[config.mk]
export PLATFORM = sky130hd
export DESIGN_NAME = adaptive_filter_mode_ctrl_flat
export DESIGN_NICKNAME = d
export VERILOG_FILES = /design/src/rtl/adaptive_filter_mode_ctrl_if.sv /design/src/rtl/adaptive_filter_mode_ctrl.sv /design/src/flat_wrapper.sv
export SDC_FILE = /design/constraint.sdc
export NUM_CORES = 1
export LEC_CHECK = 0
export ABC_AREA = 1
export CAP_MARGIN = 20
export CORE_ASPECT_RATIO = 0.9
export CORE_MARGIN = 2
export CORE_UTILIZATION = 41
export DETAILED_ROUTE_END_ITERATION = 6
export HOLD_SLACK_MARGIN = 0.08
export PLACE_DENSITY = 0.83
export SYNTH_ARGS = -nofsm -noshare
export SYNTH_HDL_FRONTEND = slang
export SYNTH_SLANG_ARGS = --single-unit
[constraint.sdc]
create_clock -name clk -period 4.6 [get_ports clk]
set_input_delay 0.92 -clock clk [delete_from_list [all_inputs] [get_ports clk]]
set_output_delay 0.92 -clock clk [all_outputs]
set_load 0.02 [all_outputs]
[src/rtl/adaptive_filter_mode_ctrl_if.sv]
// rtl/adaptive_filter_mode_ctrl_if.sv - request, sample-stream and filter-control bundle for adaptive_filter_mode_ctrl
//
// master: requester / upstream source / filter side (drives requests, samples, f_m_tvalid)
// slave : adaptive_filter_mode_ctrl (drives ready, filter-side stream, srst, ctrl, busy)
//   mode_req_valid, mode_req, mode_req_ready : mode-change request handshake
//   s_tdata, s_tvalid, s_tready              : upstream sample stream
//   f_tdata, f_tvalid                        : sample stream into the filter
//   f_m_tvalid                               : filter output valid, for in-flight tracking
//   f_srst, f_ctrl                           : filter synchronous reset and mode select
//   busy                                     : controller not streaming
interface adaptive_filter_mode_ctrl_if #(
    parameter int WORDLENGTH = 14
);
    logic                  mode_req_valid;
    logic                  mode_req;
    logic                  mode_req_ready;
    logic [WORDLENGTH-1:0] s_tdata;
    logic                  s_tvalid;
    logic                  s_tready;
    logic [WORDLENGTH-1:0] f_tdata;
    logic                  f_tvalid;
    logic                  f_m_tvalid;
    logic                  f_srst;
    logic                  f_ctrl;
    logic                  busy;

    modport master (
        output mode_req_valid, mode_req, s_tdata, s_tvalid, f_m_tvalid,
        input  mode_req_ready, s_tready, f_tdata, f_tvalid, f_srst, f_ctrl, busy
    );

    modport slave (
        input  mode_req_valid, mode_req, s_tdata, s_tvalid, f_m_tvalid,
        output mode_req_ready, s_tready, f_tdata, f_tvalid, f_srst, f_ctrl, busy
    );
endinterface

[src/rtl/adaptive_filter_mode_ctrl.sv]
// rtl/adaptive_filter_mode_ctrl.sv - mode-switch sequencer (drain, flush, settle) in front of adaptive_filter
//
// Ports:
//   clk     : clock
//   arst_n  : asynchronous active-low reset
//   bus     : adaptive_filter_mode_ctrl_if.slave (request handshake, upstream stream,
//             filter-side stream, f_m_tvalid, f_srst, f_ctrl, busy)
// Optional (macro ADAPTIVE_FILTER_MODE_CTRL_STATS_EN):
//   switch_cnt[15:0]  : number of DRAIN entries, wrapping
//   timeout_flag[0:0] : sticky, a DRAIN ended by timeout
module adaptive_filter_mode_ctrl #(
    parameter int   WORDLENGTH     = 14,
    parameter int   FILTER_LATENCY = 2,
    parameter int   FLUSH_CYCLES   = 2,
    parameter int   DRAIN_TIMEOUT  = 16,
    parameter logic INIT_MODE      = 1'b0
) (
    input  logic                        clk,
    input  logic                        arst_n,
    adaptive_filter_mode_ctrl_if.slave  bus
`ifdef ADAPTIVE_FILTER_MODE_CTRL_STATS_EN
    ,
    output logic [15:0]                 switch_cnt,
    output logic [0:0]                  timeout_flag
`endif
);

    localparam int IW = $clog2(FILTER_LATENCY + 2);
    localparam int FW = (FLUSH_CYCLES > 1) ? $clog2(FLUSH_CYCLES) : 1;
    localparam int DW = (DRAIN_TIMEOUT > 1) ? $clog2(DRAIN_TIMEOUT) : 1;

    localparam logic [FW-1:0] FLUSH_LAST = FW'(FLUSH_CYCLES - 1);
    localparam logic [DW-1:0] DRAIN_LAST = DW'(DRAIN_TIMEOUT - 1);
    localparam logic [IW-1:0] INF_MAX    = '1;

    localparam logic [1:0] ST_RUN    = 2'd0;
    localparam logic [1:0] ST_DRAIN  = 2'd1;
    localparam logic [1:0] ST_FLUSH  = 2'd2;
    localparam logic [1:0] ST_SETTLE = 2'd3;

    logic [1:0]    state;
    logic [1:0]    state_nxt;
    logic [FW-1:0] flush_cnt;
    logic [DW-1:0] drain_cnt;
    logic [IW-1:0] inflight;
    logic [IW-1:0] inflight_nxt;
    logic          pending;
    logic          ctrl_q;
    logic          in_run;
    logic          do_switch;
    logic          drain_done;
    logic          drain_tmo;

    assign in_run             = (state == ST_RUN);
    assign bus.mode_req_ready = in_run;
    // A pending request wins over the stream, so the input stalls for that cycle.
    assign bus.s_tready       = in_run & ~bus.mode_req_valid;
    assign bus.f_tdata        = bus.s_tdata[WORDLENGTH-1:0];
    assign bus.f_tvalid       = bus.s_tvalid & bus.s_tready;
    assign bus.f_srst         = (state == ST_FLUSH);
    // The new mode is presented while the filter is held in reset so it
    // restarts cleanly in that mode.
    assign bus.f_ctrl         = (state == ST_FLUSH) ? pending : ctrl_q;
    assign bus.busy           = ~in_run;

    assign do_switch  = in_run & bus.mode_req_valid & (bus.mode_req != ctrl_q);
    assign drain_done = (inflight_nxt == '0);
    assign drain_tmo  = (drain_cnt == DRAIN_LAST);

    // Saturating in-flight count; a simultaneous enter and leave cancel out.
    always_comb begin
        inflight_nxt = inflight;
        if (bus.f_tvalid && !bus.f_m_tvalid && inflight != INF_MAX) begin
            inflight_nxt = inflight + 1'b1;
        end else if (!bus.f_tvalid && bus.f_m_tvalid && inflight != '0) begin
            inflight_nxt = inflight - 1'b1;
        end
    end

    always_comb begin
        state_nxt = state;
        case (state)
            ST_RUN:    if (do_switch) state_nxt = ST_DRAIN;
            ST_DRAIN:  if (drain_done || drain_tmo) state_nxt = ST_FLUSH;
            ST_FLUSH:  if (flush_cnt == FLUSH_LAST) state_nxt = ST_SETTLE;
            ST_SETTLE: state_nxt = ST_RUN;
        endcase
    end

    always_ff @(posedge clk or negedge arst_n) begin
        if (!arst_n) begin
            state     <= ST_FLUSH;
            flush_cnt <= '0;
            drain_cnt <= '0;
            inflight  <= '0;
            pending   <= INIT_MODE;
            ctrl_q    <= INIT_MODE;
        end else begin
            state     <= state_nxt;
            // Anything still inside the filter is discarded by the flush.
            inflight  <= (state == ST_FLUSH) ? '0 : inflight_nxt;
            drain_cnt <= (state == ST_DRAIN) ? drain_cnt + 1'b1 : '0;
            flush_cnt <= (state == ST_FLUSH && flush_cnt != FLUSH_LAST) ? flush_cnt + 1'b1 : '0;
            if (do_switch) begin
                pending <= bus.mode_req;
            end
            if (state == ST_FLUSH) begin
                ctrl_q <= pending;
            end
        end
    end

`ifdef ADAPTIVE_FILTER_MODE_CTRL_STATS_EN
    always_ff @(posedge clk or negedge arst_n) begin
        if (!arst_n) begin
            switch_cnt   <= '0;
            timeout_flag <= '0;
        end else begin
            if (do_switch) begin
                switch_cnt <= switch_cnt + 16'd1;
            end
            // Draining to zero on the last allowed cycle counts as a clean exit.
            if (state == ST_DRAIN && drain_tmo && !drain_done) begin
                timeout_flag <= 1'b1;
            end
        end
    end
`endif

endmodule
[src/flat_wrapper.sv]
// flat-port wrapper written by rule: the top's interface ports become plain ports
module adaptive_filter_mode_ctrl_flat 
#(
    parameter int   WORDLENGTH     = 14,
    parameter int   FILTER_LATENCY = 2,
    parameter int   FLUSH_CYCLES   = 2,
    parameter int   DRAIN_TIMEOUT  = 16,
    parameter logic INIT_MODE      = 1'b0
)
  (clk, arst_n, bus_mode_req_valid, bus_mode_req, bus_s_tdata, bus_s_tvalid, bus_f_m_tvalid, bus_mode_req_ready, bus_s_tready, bus_f_tdata, bus_f_tvalid, bus_f_srst, bus_f_ctrl, bus_busy);
  adaptive_filter_mode_ctrl_if #(.WORDLENGTH(WORDLENGTH)) bus_i ();
  input  logic clk;
  input  logic arst_n;
  input wire logic [$bits(bus_i.mode_req_valid)-1:0] bus_mode_req_valid;
  input wire logic [$bits(bus_i.mode_req)-1:0] bus_mode_req;
  input wire logic [$bits(bus_i.s_tdata)-1:0] bus_s_tdata;
  input wire logic [$bits(bus_i.s_tvalid)-1:0] bus_s_tvalid;
  input wire logic [$bits(bus_i.f_m_tvalid)-1:0] bus_f_m_tvalid;
  output wire logic [$bits(bus_i.mode_req_ready)-1:0] bus_mode_req_ready;
  output wire logic [$bits(bus_i.s_tready)-1:0] bus_s_tready;
  output wire logic [$bits(bus_i.f_tdata)-1:0] bus_f_tdata;
  output wire logic [$bits(bus_i.f_tvalid)-1:0] bus_f_tvalid;
  output wire logic [$bits(bus_i.f_srst)-1:0] bus_f_srst;
  output wire logic [$bits(bus_i.f_ctrl)-1:0] bus_f_ctrl;
  output wire logic [$bits(bus_i.busy)-1:0] bus_busy;
  assign bus_i.mode_req_valid = bus_mode_req_valid;
  assign bus_i.mode_req = bus_mode_req;
  assign bus_i.s_tdata = bus_s_tdata;
  assign bus_i.s_tvalid = bus_s_tvalid;
  assign bus_i.f_m_tvalid = bus_f_m_tvalid;
  assign bus_mode_req_ready = bus_i.mode_req_ready;
  assign bus_s_tready = bus_i.s_tready;
  assign bus_f_tdata = bus_i.f_tdata;
  assign bus_f_tvalid = bus_i.f_tvalid;
  assign bus_f_srst = bus_i.f_srst;
  assign bus_f_ctrl = bus_i.f_ctrl;
  assign bus_busy = bus_i.busy;
  adaptive_filter_mode_ctrl #(.WORDLENGTH(WORDLENGTH), .FILTER_LATENCY(FILTER_LATENCY), .FLUSH_CYCLES(FLUSH_CYCLES), .DRAIN_TIMEOUT(DRAIN_TIMEOUT), .INIT_MODE(INIT_MODE)) u_core (.clk(clk), .arst_n(arst_n), .bus(bus_i));
endmodule
==> out/results.ini <==
[synth]
synth.distinct_cells = 18
syn_area_um2 = 751
ys_seq_elements = 11
syn_nets = 118
postSynthCellCount = 91
ys_seq_area_share_pct = 36.8
avgSynthCellArea_um2 = 8.25
synth_warnings = 0

[worst_setup_path]
crit_arrival_ps = 2260
path_class = input port to primary output
r2r_slack_ps = 2890
cp_max_fo = 3
worst_setup_path_end_kind = primary output
start_kind = input port
crit_required_ps = 3680

[global_route]
grt_max_degree = 12
grt_pass1_wl_um = 1970
grt.total_usage_pct = 11.9
globalRouteOverflowTotal = 0
antenna_found_initial = 0
first_global_vias = 491

[placement]
gp_congestion = 0.719
dp_cells = 112
dp_hpwl_um = 968
port_buffers = 11

[pwr]
p_sw_w = 0.000233
p_per_area_nw_per_um2 = 656
clock_power_share_pct = 12.3
p_int_w = 0.000300
peakVddDrop_uv = 353
p_sw_share_pct = 43.7
p_leak_nw = 0.419
seqPwrFrac_pct = 30.9
combPwrFrac_pct = 56.8

[route]
wl_per_cell_um = 10.2
drtIter0Drc = 11
via_count = 536
totalWireLength_um = 1190
avgViaCountPerCell = 4.62
firstDrtPassIters = 4
drc = 0
ant_nets = 0

[cts]
post_cts_resize_count = 0
clk_pin_slew_ps = 70
cts_tree = done
post-cts-setup-buffer-count = 0
htreeDepth = 1
ctsHoldBuffers = 0
cts_made_buffers = 3
clockRootBuffer = clkbuf_4
clkLatencyLatePin_ps = 270
clk_path_buf_depth = 2
cts.sinks = 11

[final_layout]
diodes = 0
nets = 120
syn_to_final_growth_pct = 8.17
stdcell_count = 116
fillers = 176
layout-drive-gt1-share_pct = 15.2

[sta]
fin_crit_sh_pct = 69.2
tightestPinTransition_ps = 478
fin_crit_ps = 3180
rsz0062_at_grt = no
finalSetupViolations = 0
fmax_mhz = 314
finalClockSkew_ps = 9.84
setup_total_negative_slack_ps = 0
finalHoldViolations = 0
timing.slew.headroom_pct = 68.0
maxSlewViolCount = 0

[min_path]
hp-class = register to register

[die]
rows = 14
fp.dieH_um = 44.6
coreArea_um2 = 1700
die_area_um2 = 2190
start_util_pct = 44.2
die_width_um = 49.1
ios = 40

[run_status]
status = finished, final reports clean

[run]
drv_cap = 0

[metal layers]
metal,GRT usage [%],vias up,share of wire (%)
met4,8.57,0,0.42
met3,2.70,2,5.1
li1,-,269,-
met1,13.7,251,45
met5,0,-,0
met2,20.0,14,50
[cell usage in the layout (no fill, tap or decap), drive strengths merged]
cell,Yosys,final
mux2,1,1
dfrtp,10,10
o211ai,1,1
clkbuf,0,4
nor2,9,9
a21oi,3,3
dfstp,1,1
o21ai,2,2
inv,14,14
ha,7,7
clkdlybuf4s50,0,11
nand3,9,9
nand2,19,19
or2,1,1
[synth_stat cells, drive strengths merged]
master / instances / area (um^2)
dfstp: 1 / 26.3
or2: 1 / 6.26
nand2: 19 / 78.8
nand3: 9 / 55.1
nor2: 9 / 41.3
buf: 14 / 105
o211ai: 1 / 7.51
inv: 14 / 52.6
o21ai: 2 / 10.0
mux2: 1 / 11.3
a21oi: 3 / 18.8
dfrtp: 10 / 250
ha: 7 / 87.6
[critical path, cell delays in order]
cell and delay, ps:
clkdlybuf4s50_1 480, inv_1 100, nand3_2 80, inv_1 80
clkdlybuf4s50_1 600
[power groups by stage]
| stage | registers [W] | logic (W) | clock network, W |
|---|---|---|---|
| after global routing | 0.000170 | 0.000344 | 0.0000706 |
| after detailed placement | 0.000167 | 0.000306 | 0 |
| after floorplan | 0.000160 | 0.000234 | 0 |
| after global placement | 0.000163 | 0.000295 | 0 |
| after CTS | 0.000165 | 0.000308 | 0.0000676 |
| final | 0.000165 | 0.000302 | 0.0000656 |
[path summary, 6_finish.rpt]
kind,startpoint,endpoint,cells past startpoint
min,u_core.flush_cnt,u_core.flush_cnt,1
max in group asynchronous,arst_n,u_core.state[1],1
min in group asynchronous,arst_n,u_core.ctrl_q,1
min reg2reg,u_core.flush_cnt,u_core.flush_cnt,1
max,bus_mode_req_valid,bus_f_tvalid,5
max reg2reg,u_core.state[0],u_core.state[0],9
[cell type report]
cell class	count	area [um^2]	share of cell area, %
sequential	11	277	34.1
multi-input combinational	52	317	39.0
tap	24	30.0	3.70
clock buffer	4	26.3	3.24
timing repair buffer	11	110	13.6
inverter	14	52.6	6.47
[through the flow]
| step | setup slack, ps | hold slack (ps) | cell area (um^2) | power (W) | utilization (%) |
|---|---|---|---|---|---|
| floorplan | 2470 | 389 | 751 | 0.000394 | - |
| global placement | 1440 | 401 | 786 | 0.000458 | 46.2 |
| detailed placement | 1410 | 414 | 786 | 0.000473 | 46.2 |
| CTS | 1410 | 423 | 812 | 0.000541 | 47.8 |
| global route | 1360 | 441 | 812 | 0.000584 | 47.8 |
| finish | 1420 | 419 | 812 | 0.000532 | 47.8 |
[kinds of logic after synthesis]
family / share of synthesized area (%)
AND/OR/NAND/NOR: 24.2
flip-flops: 36.8
adder cells (fa/ha/maj): 11.7
multiplexers: 1.50
buffers and inverters: 21.0
AO/OA/AOI/OAI: 4.83
[sequential cells by signal, summed over array words and instances (netlist names)]
| register | cells |
|---|---|
| u_core.ctrl_q | 1 |
| u_core.drain_cnt | 4 |
| u_core.flush_cnt | 1 |
| u_core.inflight | 2 |
| u_core.pending | 1 |
| u_core.state | 2 |
Power figures use the tool's default switching activity.
